<file path="config.mk">
export PLATFORM = sky130hd
export DESIGN_NAME = hazard_ctrl
export DESIGN_NICKNAME = d
export VERILOG_FILES = /design/src/rtl/hazard_ctrl.sv
export SDC_FILE = /design/constraint.sdc
export NUM_CORES = 1
export LEC_CHECK = 0
export ABC_CLOCK_PERIOD_IN_PS = 3500
export CORE_UTILIZATION = 31
export DETAILED_ROUTE_END_ITERATION = 6
export GPL_ROUTABILITY_DRIVEN = 0
export PLACE_DENSITY_LB_ADDON = 0.15
export SYNTH_ARGS = -nofsm -noshare
export SYNTH_HDL_FRONTEND = slang
export SYNTH_SLANG_ARGS = --single-unit
</file>
<file path="constraint.sdc">
create_clock -name clk -period 3.5 [get_ports clk]
set_clock_uncertainty 0.05 [all_clocks]
set_input_delay 0.7 -clock clk [delete_from_list [all_inputs] [get_ports clk]]
set_output_delay 0.7 -clock clk [all_outputs]
set_load 0.02 [all_outputs]
</file>
<file path="src/rtl/hazard_ctrl.sv">
// rtl/hazard_ctrl.sv - load-use / branch-flush / memory-freeze sequencing for the 5-stage pipeline
// Optional perf counters built only when HAZARD_PERF_CNT_EN is defined.
module hazard_ctrl #(
  parameter int LOAD_LAT = 1,
  parameter int CNT_W    = 4
) (
  input  logic        clk,
  input  logic        reset,
  input  logic        memread_ID_EX,
  input  logic [4:0]  rd_ID_EX,
  input  logic [4:0]  rs1_IF_ID,
  input  logic [4:0]  rs2_IF_ID,
  input  logic        use_rs1,
  input  logic        use_rs2,
  input  logic        branch_taken_EX,
  input  logic        mem_busy,
  output logic        pc_write,
  output logic        pc_sel_branch,
  output logic        if_id_write,
  output logic        if_id_flush,
  output logic        id_ex_write,
  output logic        id_ex_bubble,
  output logic        ex_mem_write,
  output logic [31:0] stall_cycles,
  output logic [31:0] flush_count,
  output logic [31:0] freeze_cycles
);

  typedef enum logic {RUN, LU_STALL} state_t;

  localparam logic [CNT_W-1:0] RELOAD = CNT_W'(LOAD_LAT - 1);

  state_t           state_q, state_d;
  logic [CNT_W-1:0] stall_cnt_q, stall_cnt_d;
  logic             lu_hit;

  assign lu_hit = memread_ID_EX && (rd_ID_EX != 5'd0) &&
                  ((use_rs1 && (rd_ID_EX == rs1_IF_ID)) ||
                   (use_rs2 && (rd_ID_EX == rs2_IF_ID)));

  always_comb begin
    state_d       = state_q;
    stall_cnt_d   = stall_cnt_q;
    pc_write      = 1'b0;
    pc_sel_branch = 1'b0;
    if_id_write   = 1'b0;
    if_id_flush   = 1'b0;
    id_ex_write   = 1'b0;
    id_ex_bubble  = 1'b0;
    ex_mem_write  = 1'b0;
    if (reset) begin
      state_d     = RUN;
      stall_cnt_d = '0;
    end else if (mem_busy) begin
      // Freeze: everything holds, including a taken branch still sitting in EX.
    end else if (branch_taken_EX) begin
      pc_sel_branch = 1'b1;
      pc_write      = 1'b1;
      if_id_write   = 1'b1;
      if_id_flush   = 1'b1;
      id_ex_write   = 1'b1;
      id_ex_bubble  = 1'b1;
      ex_mem_write  = 1'b1;
      state_d       = RUN;
      stall_cnt_d   = '0;
    end else if ((state_q == LU_STALL) || lu_hit) begin
      id_ex_write  = 1'b1;
      id_ex_bubble = 1'b1;
      ex_mem_write = 1'b1;
      if (state_q == LU_STALL) begin
        stall_cnt_d = stall_cnt_q - CNT_W'(1);
        if (stall_cnt_q == CNT_W'(1)) state_d = RUN;
      end else if (LOAD_LAT > 1) begin
        state_d     = LU_STALL;
        stall_cnt_d = RELOAD;
      end
    end else begin
      pc_write     = 1'b1;
      if_id_write  = 1'b1;
      id_ex_write  = 1'b1;
      ex_mem_write = 1'b1;
    end
  end

  always_ff @(posedge clk) begin
    if (reset) begin
      state_q     <= RUN;
      stall_cnt_q <= '0;
    end else begin
      state_q     <= state_d;
      stall_cnt_q <= stall_cnt_d;
    end
  end

`ifdef HAZARD_PERF_CNT_EN
  logic [31:0] stall_cycles_q, flush_count_q, freeze_cycles_q;

  // Load-use bubble cycles are exactly those with a bubble but no branch redirect.
  always_ff @(posedge clk) begin
    if (reset) begin
      stall_cycles_q  <= '0;
      flush_count_q   <= '0;
      freeze_cycles_q <= '0;
    end else begin
      if (id_ex_bubble && !pc_sel_branch) stall_cycles_q <= stall_cycles_q + 32'd1;
      if (pc_sel_branch) flush_count_q <= flush_count_q + 32'd1;
      if (mem_busy) freeze_cycles_q <= freeze_cycles_q + 32'd1;
    end
  end

  assign stall_cycles  = stall_cycles_q;
  assign flush_count   = flush_count_q;
  assign freeze_cycles = freeze_cycles_q;
`else
  assign stall_cycles  = 32'd0;
  assign flush_count   = 32'd0;
  assign freeze_cycles = 32'd0;
`endif

endmodule
</file>
-- After elaboration in Yosys (flattened, before gate mapping)
Cells that the tools add are included.
- eq/ne operators: 3
- bitwise gates (word level): 1
- order comparisons: 0
- $mul: 0
- multiplexer cells: 20
- add/sub/neg operators: 1
- shifts and indexed selects: 0
- divide/modulo/power cells: 0
- reduce and logical (&&, ||, !) cells: 11
- operator list (operator ; number):
    $mux W1 ; 17
    $mux W4 ; 3
    $eq A5 B5 Y1 ; 2
    $reduce_bool A5 Y1 ; 1
    $eq A4 B1 Y1 const B ; 1
    $logic_and A1 B1 Y1 ; 4
    $reduce_bool A2 Y1 ; 2
    $sub A4 B1 Y4 const B ; 1
    $reduce_and A3 Y1 ; 1
    $logic_or A1 B1 Y1 ; 2
    $reduce_and A2 Y1 ; 1
    $not A1 Y1 ; 1
- bits in latches: 0
- bits of input ports: 22
- bits in registers: 5
- output and inout port bits: 103
- logic and storage cells: 38
- bits in writable memories: 0
- bits in read-only memories: 0
- memories: 0

-- Logic depth before layout (Yosys ltp)
- depth after elaboration: 9
- mapped depth: 5
- mapped depth without buffers: 5

-- Worst setup path before layout
No wires, ideal clock.
- kind: input port to output port
- start: in rd_ID_EX[3]
- end: out pc_write
- data required time: 2.750 ns
- path buffers: 1
- setup slack: 0.875 ns
- stages: 5
- arrival: 1.875 ns
- cell sequence: xor2_1 > nor4_2 > a32oi_1 > o311a_1 > buf_4
- word-level cells in the longest chain between the ends: 9
- elaborated cells between the ends (all ways): 13
- those cells by class: eq/ne (2); mux (4); reduce/logical (7)
- ends and longest elaborated chain (what ; line ; source):
    from (decl) ; 10 ; input logic [4:0] rd_ID_EX,
    $eq A5 B5 Y1 (on tied branches) ; 38, 39 ;
    $logic_and A1 B1 Y1 (on tied branches) ; 38, 39 ;
    $logic_or A1 B1 Y1 ; 38 ; ((use_rs1 && (rd_ID_EX == rs1_IF_ID)) ||
    $logic_and A1 B1 Y1 (*) ; 37 ; assign lu_hit = memread_ID_EX && (rd_ID_EX != 5'd0) &&
    $logic_or A1 B1 Y1 (*) ; 66 ; end else if ((state_q == LU_STALL) || lu_hit) begin
    $mux W1 (*) (4 in series) ; n/a ;
    to (decl) ; 17 ; output logic pc_write,
Mark *: on every way between the ends. The rest lies on a longest branch, timed or not.

-- Worst setup path after layout
- start: in rd_ID_EX[3]
- end: out id_ex_bubble
- word-level cells in the longest chain between the ends: 9
- elaborated cells between the ends (all ways): 13
- those cells by class: eq/ne (2); mux (4); reduce/logical (7)
- ends and longest elaborated chain (what ; line ; source):
    $eq A5 B5 Y1 (on tied branches) ; 38, 39 ;
    $logic_and A1 B1 Y1 (on tied branches) ; 38, 39 ;
    $logic_or A1 B1 Y1 ; 38 ;
    $logic_and A1 B1 Y1 (*) ; 37 ;
    $logic_or A1 B1 Y1 (*) ; 66 ;
    $mux W1 (*) ; 66 ;
    $mux W1 (*) ; 56 ; end else if (branch_taken_EX) begin
    $mux W1 (*) ; 54 ; end else if (mem_busy) begin
    $mux W1 (*) ; 51 ; if (reset) begin
    to (decl) ; 22 ; output logic id_ex_bubble,
Marked as above.

==> reports/results.tsv <==
metric	value	unit
min Tclk post-route	3230	ps
Die H	63.76	µm
kind of critical path	in -> out	
# IOs	125	
die area	4065	µm²
Hold EP	stall_cnt_q[3]	
Post-CTS Hold Buffers	0	
Leak Pwr	0.6300	nW
Layout area overhead	2.117	%
gr busiest metal	met2	
initial DRC count	20	
post-synthesis compound-gate area fraction	8.042	%
Slowest cell on crit path	clkdlybuf4s50_1	
Synth Area in XOR/XNOR	7.407	%
Final Hold Viols	0	
WP data required	2750	ps
core area	3661	µm²
RR Endpoint	stall_cnt_q[3]	
Die W	63.76	µm
vias in the first global route	557	
Post-Synth Simple-Gate Area	9.524	%
Worst Path Buf+Inv	2	
TritonCTS Buffers	3	
flop2flop setup slack	2160	ps
GRT Total Usage	7.620	%
largest net degree at the start of global routing	10	
Setup TNS	0	ps
# nets final	209	
initial antenna violation count	0	
Synth cell types	26	
crit path cell chain	clkdlybuf4s50_1, xor2_1, nor4_2, a32oi_1, o41ai_2, dlygate4sd2_1	
RSZ-0062 raised after global routing	false	
most frequent cells in the layout	conb_1, clkdlybuf4s50_1, xor2_1, nor2_1, a21oi_1	
status	finished clean	
Root Driver	clkbuf_8	
post-synthesis cell count	154	
pwr dens	265.8	nW/µm²
fin crit share	92.28	%
Max VDD drop	0.06959	mV
worst hold path depth	2	
Initial DRT Pass Iterations	6	
critical path startpoint	rd_ID_EX[3]	
n_diodes	0	
sequential fraction of the synthesis area	8.466	%
cell row count	22	
Skew-Pair Late Insertion Delay	220	ps
Worst Setup Slack, final	270.2	ps
Max Transition Viols Final	0	
CTS max path bufs	2	
Initial Util	32.30	%
max-cap violations	0	
Seq cells post-synth	5	
met1 Resource Use GR	8.621	%
first-pass GRT wire length	2318	µm
post-route ant nets	0	
Reg clk slew, reported paths	40	ps
yosys warns	0	
share of cells above drive strength 1	4.891	%
CP delay by family, top	buffers and inverters	
Post-Syn Area	1182	µm²
post-synthesis adder-cell area fraction	2.116	%
CP Capture Type	output pin	
clock tree from TritonCTS	yes	
DRT Wirelength	1688	µm
pre-CTS setup slack	-44.53	ps
number of H-tree levels	1	
via count	765	
final setup vio count	0	
r2r startpoint	state_q	
Clock Sinks	5	
worst-path fanout max	3	
dpl hpwl	1455	µm
largest family of logic cells by synthesized area	buffers and inverters	
Worst R2R Path Depth	4	
via/cell ratio	3.297	
multiplexer share of the synthesized area	0	%
met2 Use GR	11.17	%
Setup Buffers After CTS	0	
most common cell after layout, fill and taps aside	conb_1	
crit path DAT	2480	ps
hold path start	stall_cnt_q[3]	
Remaining Overflow, GRT	0	
Max Freq	309.6	MHz
startpoint types	primary input	
drt drc	0	
CP max stage delay	460	ps
Wirelength per Cell	7.276	µm
IO Port Bufs	28	
Synth Area per Inst	7.678	µm²
HP Class	reg -> reg	
met3 Use GR	3.214	%
## through the flow
| step | hold slack (ps) | std cells | power, mW | instance area (µm²) | util, % |
|---|---|---|---|---|---|
| 4_1_cts | 441.1 | 232 | 0.3207 | 1202 | 32.84 |
| 3_5_place_dp | 433.5 | 228 | 0.2122 | 1159 | 31.65 |
| 5_1_grt | 480.6 | 232 | 0.3349 | 1207 | 32.98 |
| 2_1_floorplan | 401.6 | 249 | 0.2540 | 1539 | - |
| 3_3_place_gp | 419.0 | 228 | 0.2125 | 1159 | 31.65 |
| 6_report | 438.8 | 232 | 0.3209 | 1207 | 32.98 |
## final cells by class
type,instances,area [µm²]
Inverter,2,7.507
Sequential cell,5,100.1
Fill cell,400,2454
Clock buffer,4,45.04
Multi-Input combinational cell,141,680.7
Tap cell,48,60.06
Timing Repair Buffer,32,314.1
## cell usage after synthesis
cell type / count / area (µm²)
buf_4: 99 / 743.2
xor2_1: 8 / 70.07
a21oi_1: 6 / 30.03
nor2_1: 6 / 22.52
dfxtp_1: 5 / 100.1
o21ai_0: 5 / 25.02
clkbuf_1: 2 / 7.510
ha_1: 2 / 25.02
inv_1: 2 / 7.510
nand3b_1: 2 / 15.01
xnor2_1: 2 / 17.52
a32oi_1: 1 / 8.760
and2_0: 1 / 6.260
and2_1: 1 / 6.260
conb_1: 1 / 3.750
nand2b_1: 1 / 6.260
nand3_1: 1 / 5.000
nand4b_1: 1 / 8.760
nor3b_1: 1 / 7.510
nor4_1: 1 / 6.260
nor4_2: 1 / 12.51
nor4b_1: 1 / 8.760
o21ai_1: 1 / 5.000
o311a_1: 1 / 10.01
o41ai_2: 1 / 16.27
or4_1: 1 / 7.510
## sequential cells by signal (all words and copies together) (netlist names)
| name | flops |
|---|---|
| stall_cnt_q | 4 |
| state_q | 1 |
## worst max path at each step
stage | to | depth (start not counted)
floorplan | pc_write | 5
global placement | id_ex_bubble | 6
detailed placement | id_ex_bubble | 6
CTS | if_id_write | 6
global route | id_ex_bubble | 6
finish | id_ex_bubble | 6
## where the power goes
group	leakage, nW	internal, mW	total (mW)	switching [mW]
sequential	0.0402	0.0573	0.0573	0
clock	0.0228	0.0784	0.109	0.0304
combinational	0.567	0.0381	0.155	0.117
## logic make-up (layout without fill, tap and decap cells)
group,after synthesis,after routing
AO/OA/AOI/OAI,15,15
other,1,96
AND/OR/NAND/NOR,18,18
buffers and inverters,103,38
XOR/XNOR,10,10
flip-flops,5,5
adder cells (fa/ha/maj),2,2
## routing by layer
layer  vias up  routed length (µm)  share of wire [%]
li1        357                   -                  -
met1       330                 598                 35
met2        74                 776                 46
met3         4                 273                 16
met4         0                  39                2.3
met5         -                   0                  0
## worst min-delay path, delay by kind of cell, from the launching register on
kind | cells | cell delay (ps)
DFF | 1 | 310
AOI/OAI and AO/OA | 2 | 130
## timing repair
item | in CTS | in global routing
setup endpoints to repair | 1 | 2
endpoints found under the hold margin | 0 | 0
resized for setup | 1 | 2
No activity file was read; power rests on OpenSTA's default activity.
